--- config.mk ---
export PLATFORM = sky130hd
export DESIGN_NAME = comparator_pipe
export DESIGN_NICKNAME = d
export VERILOG_FILES = /design/src/rtl/comparator_pipe.sv
export SDC_FILE = /design/constraint.sdc
export NUM_CORES = 1
export LEC_CHECK = 0
export ABC_AREA = 1
export ABC_CLOCK_PERIOD_IN_PS = 2500
export CAP_MARGIN = 20
export CORE_MARGIN = 2
export CORE_UTILIZATION = 50
export CTS_BUF_LIST = sky130_fd_sc_hd__clkbuf_4
export CTS_CLUSTER_SIZE = 12
export DETAILED_ROUTE_END_ITERATION = 16
export MAX_ROUTING_LAYER = met4
export PLACE_DENSITY = 0.78
export SYNTH_ARGS = -nofsm -noshare
export SYNTH_HDL_FRONTEND = slang
export SYNTH_SLANG_ARGS = --single-unit
--- constraint.sdc ---
create_clock -name clk -period 2.5 [get_ports clk]
set_clock_uncertainty 0.1 [all_clocks]
set_input_delay 0.375 -clock clk [delete_from_list [all_inputs] [get_ports clk]]
set_output_delay 0.375 -clock clk [all_outputs]
set_load 0.02 [all_outputs]
--- src/rtl/comparator_pipe.sv ---
// comparator_pipe: multi-cycle magnitude comparator that walks the operands
// SLICE bits per cycle from the most-significant end, stopping at the first
// slice that differs. Supports unsigned and two's-complement compares.
// WIDTH must be a non-zero multiple of SLICE.
module comparator_pipe #(
   parameter int unsigned WIDTH = 16,
   parameter int unsigned SLICE = 4
) (
   input  logic             clk,
   input  logic             rst_n,
   input  logic             in_valid,
   output logic             in_ready,
   input  logic             signed_mode,
   input  logic [WIDTH-1:0] A,
   input  logic [WIDTH-1:0] B,
   output logic             out_valid,
   output logic             Y2,
   output logic             Y1,
   output logic             Y0,
   output logic             busy
);

   localparam int unsigned NSLICE = WIDTH / SLICE;
   localparam int unsigned IDW    = (NSLICE > 1) ? $clog2(NSLICE) : 1;
   localparam logic [IDW-1:0] TOP_IDX = IDW'(NSLICE - 1);

   localparam logic [0:0] ST_IDLE = 1'b0;
   localparam logic [0:0] ST_RUN  = 1'b1;

   logic [0:0]       r_state, w_state_nxt;
   logic [WIDTH-1:0] r_a, w_a_nxt;
   logic [WIDTH-1:0] r_b, w_b_nxt;
   logic             r_signed, w_signed_nxt;
   logic [IDW-1:0]   r_idx, w_idx_nxt;
   logic             r_out_valid, w_out_valid_nxt;
   logic             r_y2, w_y2_nxt;
   logic             r_y1, w_y1_nxt;
   logic             r_y0, w_y0_nxt;

   logic [SLICE-1:0] w_a_slice [NSLICE];
   logic [SLICE-1:0] w_b_slice [NSLICE];
   logic [SLICE-1:0] w_sa, w_sb;
   logic             w_flip;
   logic             w_accept;

   // Split latched operands into slices so the active one can be muxed by index
   for (genvar g = 0; g < NSLICE; g++) begin : g_slice
      assign w_a_slice[g] = r_a[g*SLICE +: SLICE];
      assign w_b_slice[g] = r_b[g*SLICE +: SLICE];
   end

   assign w_flip   = r_signed && (r_idx == TOP_IDX);
   assign w_accept = in_valid && (r_state == ST_IDLE);

   // Select current slice pair; sign-flip the top slice so an unsigned compare
   // orders two's-complement values correctly
   always_comb begin
      w_sa = w_a_slice[r_idx];
      w_sb = w_b_slice[r_idx];
      w_sa[SLICE-1] = w_sa[SLICE-1] ^ w_flip;
      w_sb[SLICE-1] = w_sb[SLICE-1] ^ w_flip;
   end

   // Next-state logic: accept in IDLE, walk slices in RUN, stop on first difference
   always_comb begin
      w_state_nxt     = r_state;
      w_a_nxt         = r_a;
      w_b_nxt         = r_b;
      w_signed_nxt    = r_signed;
      w_idx_nxt       = r_idx;
      w_out_valid_nxt = 1'b0;
      w_y2_nxt        = r_y2;
      w_y1_nxt        = r_y1;
      w_y0_nxt        = r_y0;

      case (r_state)
         ST_IDLE: begin
            if (w_accept) begin
               w_a_nxt      = A;
               w_b_nxt      = B;
               w_signed_nxt = signed_mode;
               w_idx_nxt    = TOP_IDX;
               w_state_nxt  = ST_RUN;
            end
         end
         ST_RUN: begin
            if (w_sa != w_sb) begin
               w_y2_nxt        = (w_sa > w_sb);
               w_y1_nxt        = 1'b0;
               w_y0_nxt        = (w_sa < w_sb);
               w_out_valid_nxt = 1'b1;
               w_state_nxt     = ST_IDLE;
            end else if (r_idx == '0) begin
               w_y2_nxt        = 1'b0;
               w_y1_nxt        = 1'b1;
               w_y0_nxt        = 1'b0;
               w_out_valid_nxt = 1'b1;
               w_state_nxt     = ST_IDLE;
            end else begin
               w_idx_nxt = r_idx - 1'b1;
            end
         end
         default: w_state_nxt = ST_IDLE;
      endcase
   end

   // State and result registers; async reset aborts any transaction in flight
   always_ff @(posedge clk or negedge rst_n) begin
      if (!rst_n) begin
         r_state     <= ST_IDLE;
         r_a         <= '0;
         r_b         <= '0;
         r_signed    <= 1'b0;
         r_idx       <= '0;
         r_out_valid <= 1'b0;
         r_y2        <= 1'b0;
         r_y1        <= 1'b0;
         r_y0        <= 1'b0;
      end else begin
         r_state     <= w_state_nxt;
         r_a         <= w_a_nxt;
         r_b         <= w_b_nxt;
         r_signed    <= w_signed_nxt;
         r_idx       <= w_idx_nxt;
         r_out_valid <= w_out_valid_nxt;
         r_y2        <= w_y2_nxt;
         r_y1        <= w_y1_nxt;
         r_y0        <= w_y0_nxt;
      end
   end

   // Output drive
   always_comb begin
      in_ready  = (r_state == ST_IDLE);
      busy      = (r_state != ST_IDLE);
      out_valid = r_out_valid;
      Y2        = r_y2;
      Y1        = r_y1;
      Y0        = r_y0;
   end

endmodule

==> impl_summary.md, run 1 <==
Synth
The post-synthesis instance area is around 2000 sq um. The post-synthesis xor/xnor area fraction is 0%. In the post-synthesis netlist, the biggest area contributors are dfrtp_1, mux2_4, nand2_1, ha_1, o21ai_0. The number of unique standard cell types used by synthesis is 21. The mean post-synth cell area is 11.8 sq um. The post-synthesis share of cell area spent on full adders, half adders and majority gates is roughly 3.7%.

After synthesis, the largest family of logic cells by area is multiplexers. Summing the areas of all and, or, nand and nor instances in the mapped netlist gives about 12% of the synthesized area. After synthesis, the largest area contributor takes up between 40% and 50% of total cell area. The cell with the most instances after synthesis is dfrtp_1.

The part of the Yosys area used for sequential elements is between 40% and 50%. The synthesized netlist devotes under 10% of its cell area to compound gates. Counting every instance in the synthesized netlist gives roughly 170.

Counting flops with an async set or reset pin after synthesis yields a share of 100%. The yosys synthesis warning count is 0. The most frequently used flop master after synthesis is dfrtp_1. The cell accounting for the most synthesized area is dfrtp_1. The total nets after synthesis is about 220. Counting flops with a built-in enable in the synthesized netlist gives 0. After synthesis the netlist holds a flip-flop and latch count of 40.

In the synthesized netlist, mux cells make up about a quarter of the area. In the synthesized netlist, the cells that appear most often are dfrtp_1, nand2_1, mux2_4.

Global route
The via count of the first global-routing pass is between 1000 and 1500. Entering global routing, the biggest net connects 41 pins. The initial antenna violation count is 0. The wire length of the first global-routing pass is between 6000 and 7000 microns. For this run, the total global-route usage over all layers was measured as ~18%. The global route total overflow is 0.

Setup path
The most numerous cell type found on the critical path is nand2_1. Walking the worst path, the cells encountered are inv_2 -> nand2_1 -> nand3_1 -> nand2_1 -> nand2_1 -> nand2_1 -> ha_1 -> nand2_1 -> nor2_1 -> nand3_1 -> nand2_2 -> nand2_1 -> nand2_1. The kind of launch point of the worst setup path is a flop. The setup path with the least slack is of type flop to flop.

The critical path required time is around 2700 ps. The data arrival time of the critical path is between 2000 and 2500 ps. The highest net fanout along the worst path is 18. Broken down by cell family, the worst path's largest delay share belongs to simple AND/OR/NAND/NOR gates.

For this run, the slowest stage of the critical path takes around 480 ps. STA classifies the critical path endpoint as a flop. The reg-to-reg setup timing slack is ~280 ps.

Among all stages on the critical path, the largest delay is contributed by dfrtp_1. The sum of buffers and inverters on the critical path is 1.

Clock network
The cell sitting at the root of the clock tree is a clkbuf_4. The total setup buffers inserted after CTS is 0. In this run, post-CTS repair resized a total of 0 instances.

The clock reaches the later pin of the worst-skew pair after 350 ps. The number of buffers inserted for hold repair after clock tree synthesis is 0. Clock-pin slew was measured on the worst setup and hold paths at around 120 ps. The total clock buffers created by CTS is 5. For this design, the sink count on the clock tree is 40. The TritonCTS clock tree is done.

The H-tree depth reported by CTS is 2. The maximum count of clock buffers along a single path is 2.

Route
The routed layout has roughly 1400 vias. The first detailed-routing pass ran for 4 iterations. The count of nets left with antenna violations once routing finished came out at 0. In the routed layout, each cell is associated on average with a via count of between 5 and 6. The total wire length after detailed routing is 3700 microns. In the final routed layout, each cell accounts on average for between 10 and 15 microns. In the routed design, unresolved DRC markers number 0. The starting DRC count in detailed routing is 62.

Place
The port buffer count is between 40 and 50. The routability congestion estimate from global placement is between 0.8 and 0.9. The half-perimeter wire length of the detailed placement result is between 2000 and 3000 microns.

The count of placed standard cells including taps is between 200 and 300.

Flow run
The number of max-cap violations is 0.

Finish
The area added between synthesis and finish is 23.3%. The finished layout holds approximately 270 standard cells, fillers aside. The number of nets in the layout is between 200 and 300.

In the final layout, the share of cells above drive strength 1 is between 20% and 30%. The number of antenna cells inserted is 0. The number of fillers in the final layout is 314.

Power and ir drop
The switching power of the nets is roughly 1.1 mW. The internal portion of the total power is between 1.5 and 2 mW. The worst-case IR drop observed on VDD is around 500 uV. The fraction of power consumed by sequential logic is 37.9%. The clock network fraction of total power is between 10% and 20%. Summed over all cells, the static leakage comes to approximately 1.2 nW.

The power per cell area is ~1200 nW/um^2. Combinational logic is responsible for roughly half of the overall power. The fraction of power spent switching nets is between 30 and 40%.

Timing
The relative max-transition margin is ~43%. The final setup TNS is 0 ps. The max-slew violation count is 0. The share of the cycle needed by the critical path after routing is between 80% and 90%. The final critical-path required period is around 2200 ps. The slew of the pin with the lowest slew margin is between 800 and 900 ps.

Based on the critical path, the design can be clocked at up to between 0.4 and 0.5 GHz. Setup repair after global routing left no endpoint under its margin. The final hold violation count is 0.

Setup violations remaining at the end of the flow were counted as 0.

Floorplanning
The floorplan die area is 4620 sq um. The width of the die is ~68 microns. After floorplanning, the core was divided into 23 placement rows.

42 I/O pins were placed. For this configuration, the core starts out at a cell density of between 50% and 60%. The vertical die dimension is approximately 68 microns. The core region is 3970 sq um.

Run status
The flow ran to the end, and the final reports show no timing, DRC or antenna violations.

Worst hold path
The min-delay analysis places its worst path in the category input pin to asynchronous set/reset pin.
==> cells in the final DEF, fill, tap and decap left out <==
cell / count
o22a_1: 3
nand2_2: 1
nand2_1: 30
o21ai_0: 13
clkdlybuf4s50_1: 40
dfrtp_1: 39
clkinv_2: 1
ha_1: 6
o21bai_1: 1
mux2_4: 28
nand3_1: 12
inv_2: 1
inv_4: 1
dfrtp_2: 1
buf_4: 1
inv_1: 4
clkbuf_4: 6
bufinv_16: 1
o22ai_1: 3
nand2_8: 1
clkinvlp_4: 1
buf_2: 1
nor2_1: 15
a21oi_1: 2
mux2_2: 5
==> power by group through the flow <==
stage	clock network (mW)	logic [mW]	registers [mW]
4_1_cts	0.434	1.51	1.16
3_5_place_dp	0	1.50	1.17
2_1_floorplan	0	1.20	1.12
3_3_place_gp	0	1.46	1.16
5_1_grt	0.467	1.68	1.20
6_report	0.423	1.49	1.17
==> logic make-up (layout without fill, tap and decap cells) <==
logic type               after synthesis  in the layout
buffers and inverters                 14             57
AO/OA/AOI/OAI                         22             22
AND/OR/NAND/NOR                       59             59
flip-flops                            40             40
multiplexers                          33             33
adder cells (fa/ha/maj)                6              6
==> flip-flops by register name (all words and copies together) (netlist names) <==
name	count
Y0	1
Y1	1
r_idx	2
out_valid	1
busy	1
r_a	16
r_b	16
r_signed	1
Y2	1
==> final timing paths <==
check	endpoint	depth (start not counted)	from
hold / removal	r_idx[0]	1	rst_n
min in group clk	r_b[5]	1	r_b[5]
setup / recovery	r_idx[1]	13	r_idx[0]
max in group asynchronous	r_idx[1]	1	rst_n
setup reg to reg	r_idx[1]	13	r_idx[0]
hold reg to reg	r_b[5]	1	r_b[5]
==> metal layers <==
layer | part of all wire, % | GRT usage (%) | routed length [microns] | up-vias
li1 | - | - | - | 682
met5 | 0 | - | 0 | -
met2 | 47 | 26.2 | 1730 | 39
met4 | 1.9 | 7.50 | 70 | 0
met3 | 5.1 | 3.62 | 189 | 7
met1 | 46 | 25.6 | 1720 | 650
==> area by class of cell <==
cell class / count / area [sq um] / area share [%]
flip-flops and latches: 40 / 1000 / 39.7
repair buffers: 42 / 413 / 16.4
clock buffers: 6 / 45.0 / 1.78
inverters: 7 / 32.5 / 1.29
multi-input cells: 120 / 935 / 37.0
clock inverters: 2 / 35.0 / 1.39
well taps: 50 / 62.6 / 2.48
==> per-stage QoR <==
| step | total power [mW] | util (%) | worst slack, ps | area (sq um) | hold slack (ps) |
|---|---|---|---|---|---|
| final | 3.08 | 63.6 | 283 | 2520 | 17.3 |
| after global routing | 3.35 | 63.6 | 78.6 | 2520 | 66.5 |
| after CTS | 3.10 | 63.5 | 183 | 2520 | 50.7 |
| after detailed placement | 2.67 | 61.4 | 221 | 2440 | 394 |
| after global placement | 2.62 | 61.4 | 349 | 2440 | 393 |
| after floorplan | 2.32 | - | 563 | 2050 | -20.6 |
Note: power is estimated with default switching activity, not from simulation.
==> run 2: changes to the inputs <==
--- a/config.mk
+++ b/config.mk
@@ -7,7 +7,6 @@
 export LEC_CHECK = 0
 export ABC_AREA = 1
 export ABC_CLOCK_PERIOD_IN_PS = 2500
-export CAP_MARGIN = 20
 export CORE_MARGIN = 2
 export CORE_UTILIZATION = 50
 export CTS_BUF_LIST = sky130_fd_sc_hd__clkbuf_4
@@ -15,6 +14,7 @@
 export DETAILED_ROUTE_END_ITERATION = 16
 export MAX_ROUTING_LAYER = met4
 export PLACE_DENSITY = 0.78
+export SLEW_MARGIN = 40
 export SYNTH_ARGS = -nofsm -noshare
 export SYNTH_HDL_FRONTEND = slang
 export SYNTH_SLANG_ARGS = --single-unit
==> impl_summary.md, run 2 (same netlist as run 1, synthesis figures left out) <==
Run status
Outcome: complete, no violations (unchanged).

Power and ir drop
The fraction of power consumed by sequential logic is 37.8% (was 37.9%). The clock network fraction of total power is 13.8% (was 13.7%). The worst supply voltage drop on vdd is 507 uV (was 504 uV). The power per cell area came to 1210 nW/um^2 (was 1220 nW/um^2). The cell-internal power is 1.94 mW (about the same).

The reported leakage power is 1.20 nW (about the same). The fraction of power spent switching nets is 36.9% (about the same). The switching power of the nets is 1.14 mW (about the same).

The power share of the combinational group is 48.4% (about the same).

Floorplanning
The core region area is 3970 sq um (unchanged). The width of the die came to 68.0 microns (unchanged). The count of pins on the block boundary is 42 (unchanged).

The initial core utilization came to 51.5% (unchanged). The row count is 23 (unchanged). The floorplan die area is 4620 sq um (unchanged). The vertical die dimension is 68.0 microns (unchanged).

Route
The count of nets left with antenna violations after detail routing is 0 (unchanged). The average wire per standard cell is 13.8 microns (was 13.9 microns). The length of the first detailed-routing pass in iterations was 4 (unchanged). The starting DRC count in detailed routing came to 68 (was 62).

The DRC violations left came to 0 (unchanged). The total wire length after detailed routing came to 3710 microns (was 3700 microns). The overall via count from detail_route is 1390 (was 1378). The via-per-instance ratio is 5.19 (was 5.16).

Clock network
The maximum count of clock buffers along a single path is 2 (unchanged). The clock-pin slew of the registers on the worst-case setup and hold paths is 120 ps (about the same). The TritonCTS clock tree is done (unchanged). The H-tree depth reported by CTS came to 2 (unchanged). The clock sink total is 40 (unchanged). The clock insertion delay at the later pin of the skew report came to 350 ps (about the same). The cell at the root of the clock tree was clkbuf_4 (unchanged).

The total clock buffers created by CTS was 5 (unchanged).

Global route
The wire length of the first global-routing pass is 6050 microns (unchanged). The pin count of the biggest net entering global routing came to 41 (unchanged). The via count of the first global-routing pass is 1297 (unchanged).

The global route total overflow came to 0 (unchanged). The initial antenna violation count was 0 (unchanged). The aggregate global-route resource usage is 18.3% (unchanged).

Timing
The final critical-path required period is 2220 ps (about the same). The final hold violation count is 0 (unchanged). The share of the cycle needed by the critical path after routing is 88.9% (was 88.7%).

The final setup TNS is 0 ps (unchanged). The max-slew violation count is 0 (unchanged). The relative max-transition margin is 67.9% (was 43.4%). The slew of the pin with the lowest slew margin is 482 ps (was 850 ps). The final-report setup violation count is 0 (unchanged).

The maximum clock frequency came to 0.450 GHz (was 0.451 GHz). RSZ-0062 raised after global routing: false (unchanged).

Finish
The area added between synthesis and finish is 24.0% (was 23.3%). The number of antenna cells inserted is 0 (unchanged). The number of nets in the layout came to 259 (was 258).

The leading cell type in the layout, fill and taps excluded is clkdlybuf4s50_1 (unchanged). The post-route cell area is 2540 sq um (was 2520 sq um). The proportion of layout cells with a drive suffix above 1 was 22.5% (was 22.6%). Leading registers by flop count: r_a (16), r_b (16), r_idx (2) (unchanged).

Most used cells in the layout excluding fill and tap cells: clkdlybuf4s50_1, dfrtp_1, nand2_1 (unchanged).

Setup path
The cell at the slowest stage of the critical path was dfrtp_1 (unchanged). The worst reg2reg path startpoint was r_idx[0] (unchanged). Worst path cell trace: inv_2 -> nand2_1 -> nand3_1 -> nand2_1 -> nand2_1 -> nand2_1 -> ha_1 -> nand2_1 -> nor2_1 -> nand3_1 -> nand2_2 -> nand2_1 -> nand2_1 (unchanged).

The type of element capturing the critical path is a flop (unchanged). The launch point of the worst path is r_idx[0] (unchanged). The largest stage delay on the critical path is 480 ps (about the same). The data arrival time of the critical path is 2420 ps (was 2410 ps). The critical path required time is 2700 ps (about the same).

The kind of launch point of the worst setup path is a flop (unchanged). The cell occurring most often along the worst timing path is nand2_1 (unchanged). The sum of buffers and inverters on the critical path was 1 (unchanged). The type of the setup path with the least slack is flop to flop (unchanged). The highest net fanout along the worst path was 18 (unchanged). The kind of cell adding the most delay to the critical path was simple AND/OR/NAND/NOR gates (unchanged).

Place
The half-perimeter wire length of the detailed placement result was 2610 microns (about the same). The routability congestion estimate from global placement is 0.803 (unchanged). The port buffer count came to 41 (unchanged). The total cell area at the placement stage is 2440 sq um (about the same).

Worst hold path
The path type of the worst min-delay path is input pin to asynchronous set/reset pin (unchanged).

Flow run
The number of max-cap violations came to 0 (unchanged).
[run 2: changes by cell type in the layout (fill, tap and decap cells not counted), sizes merged]
cell         before  now
dlygate4sd3       0    1
[run 2: cell type report]
class / count / area [sq um]
tap: 50 / 62.6
sequential: 40 / 1000
timing repair buffer: 43 / 425
clock inverter: 2 / 35.0
fill: 313 / 1430
multi-input combinational: 120 / 935
inverter: 7 / 32.5
clock buffer: 6 / 45.0
[run 2: stage by stage]
stage                     hold WS, ps  utilization, %  instances  total power [mW]  worst slack (ps)
after floorplan                 -20.6               -        174              2.32               563
final                             415            63.9        268              3.08               278
after global routing              439            63.9        268              3.35              78.6
after detailed placement          275            61.5        259              2.67               221
after CTS                         424            63.8        268              3.10               183
after global placement            393            61.4        259              2.62               349
[run 2: timing repair]
action                     4_1_cts  5_1_grt
gates resized for setup          0        2
hold endpoints to repair        40        0
hold buffers                     1        0
buffers inserted                 0        0
setup endpoints to repair        0        5
[run 2: metal layers]
metal  up-vias  GRT usage [%]  wire (microns)
met3         7           3.62             176
met5         -              -               0
met1       660           25.6            1730
met2        37           26.2            1730
li1        686              -               -
met4         0           7.50              70
[run 2: worst reg2reg max path, cell delays in order, from the launching register on]
cell     delay [ps]
dfrtp_1         480
inv_2           260
nand2_1         110
nand3_1         120
nand2_1          70
nand2_1          60
nand2_1          50
ha_1            290
nand2_1          80
nor2_1          190
nand3_1         140
nand2_2         100
nand2_1          60
nand2_1          70
[run 2: final timing paths]
kind                            endpoint  slack (ps)  depth (start not counted)
worst max-delay path            r_idx[0]         280                         13
worst min register to register    r_b[5]         420                          1
worst min-delay path                  Y1         410                          2
worst max register to register  r_idx[0]         280                         13
max in group asynchronous       r_idx[1]        1540                          2
min in group clk                  r_b[5]         420                          1
[run 2: power by group through the flow]
stage,Combinational (mW),Sequential [mW],Clock (mW)
floorplan,1.20,1.12,0
global placement,1.46,1.16,0
detailed placement,1.50,1.17,0
CTS,1.51,1.16,0.434
global route,1.68,1.20,0.467
finish,1.49,1.17,0.425
==> run 3: changes to the inputs <==
--- a/config.mk
+++ b/config.mk
@@ -14,6 +14,7 @@
 export DETAILED_ROUTE_END_ITERATION = 16
 export MAX_ROUTING_LAYER = met4
 export PLACE_DENSITY = 0.78
+export SKIP_LAST_GASP = 1
 export SLEW_MARGIN = 40
 export SYNTH_ARGS = -nofsm -noshare
 export SYNTH_HDL_FRONTEND = slang
==> results of run 3 <==
Same layout as run 2: the final DEF is identical, and so are final timing and power.
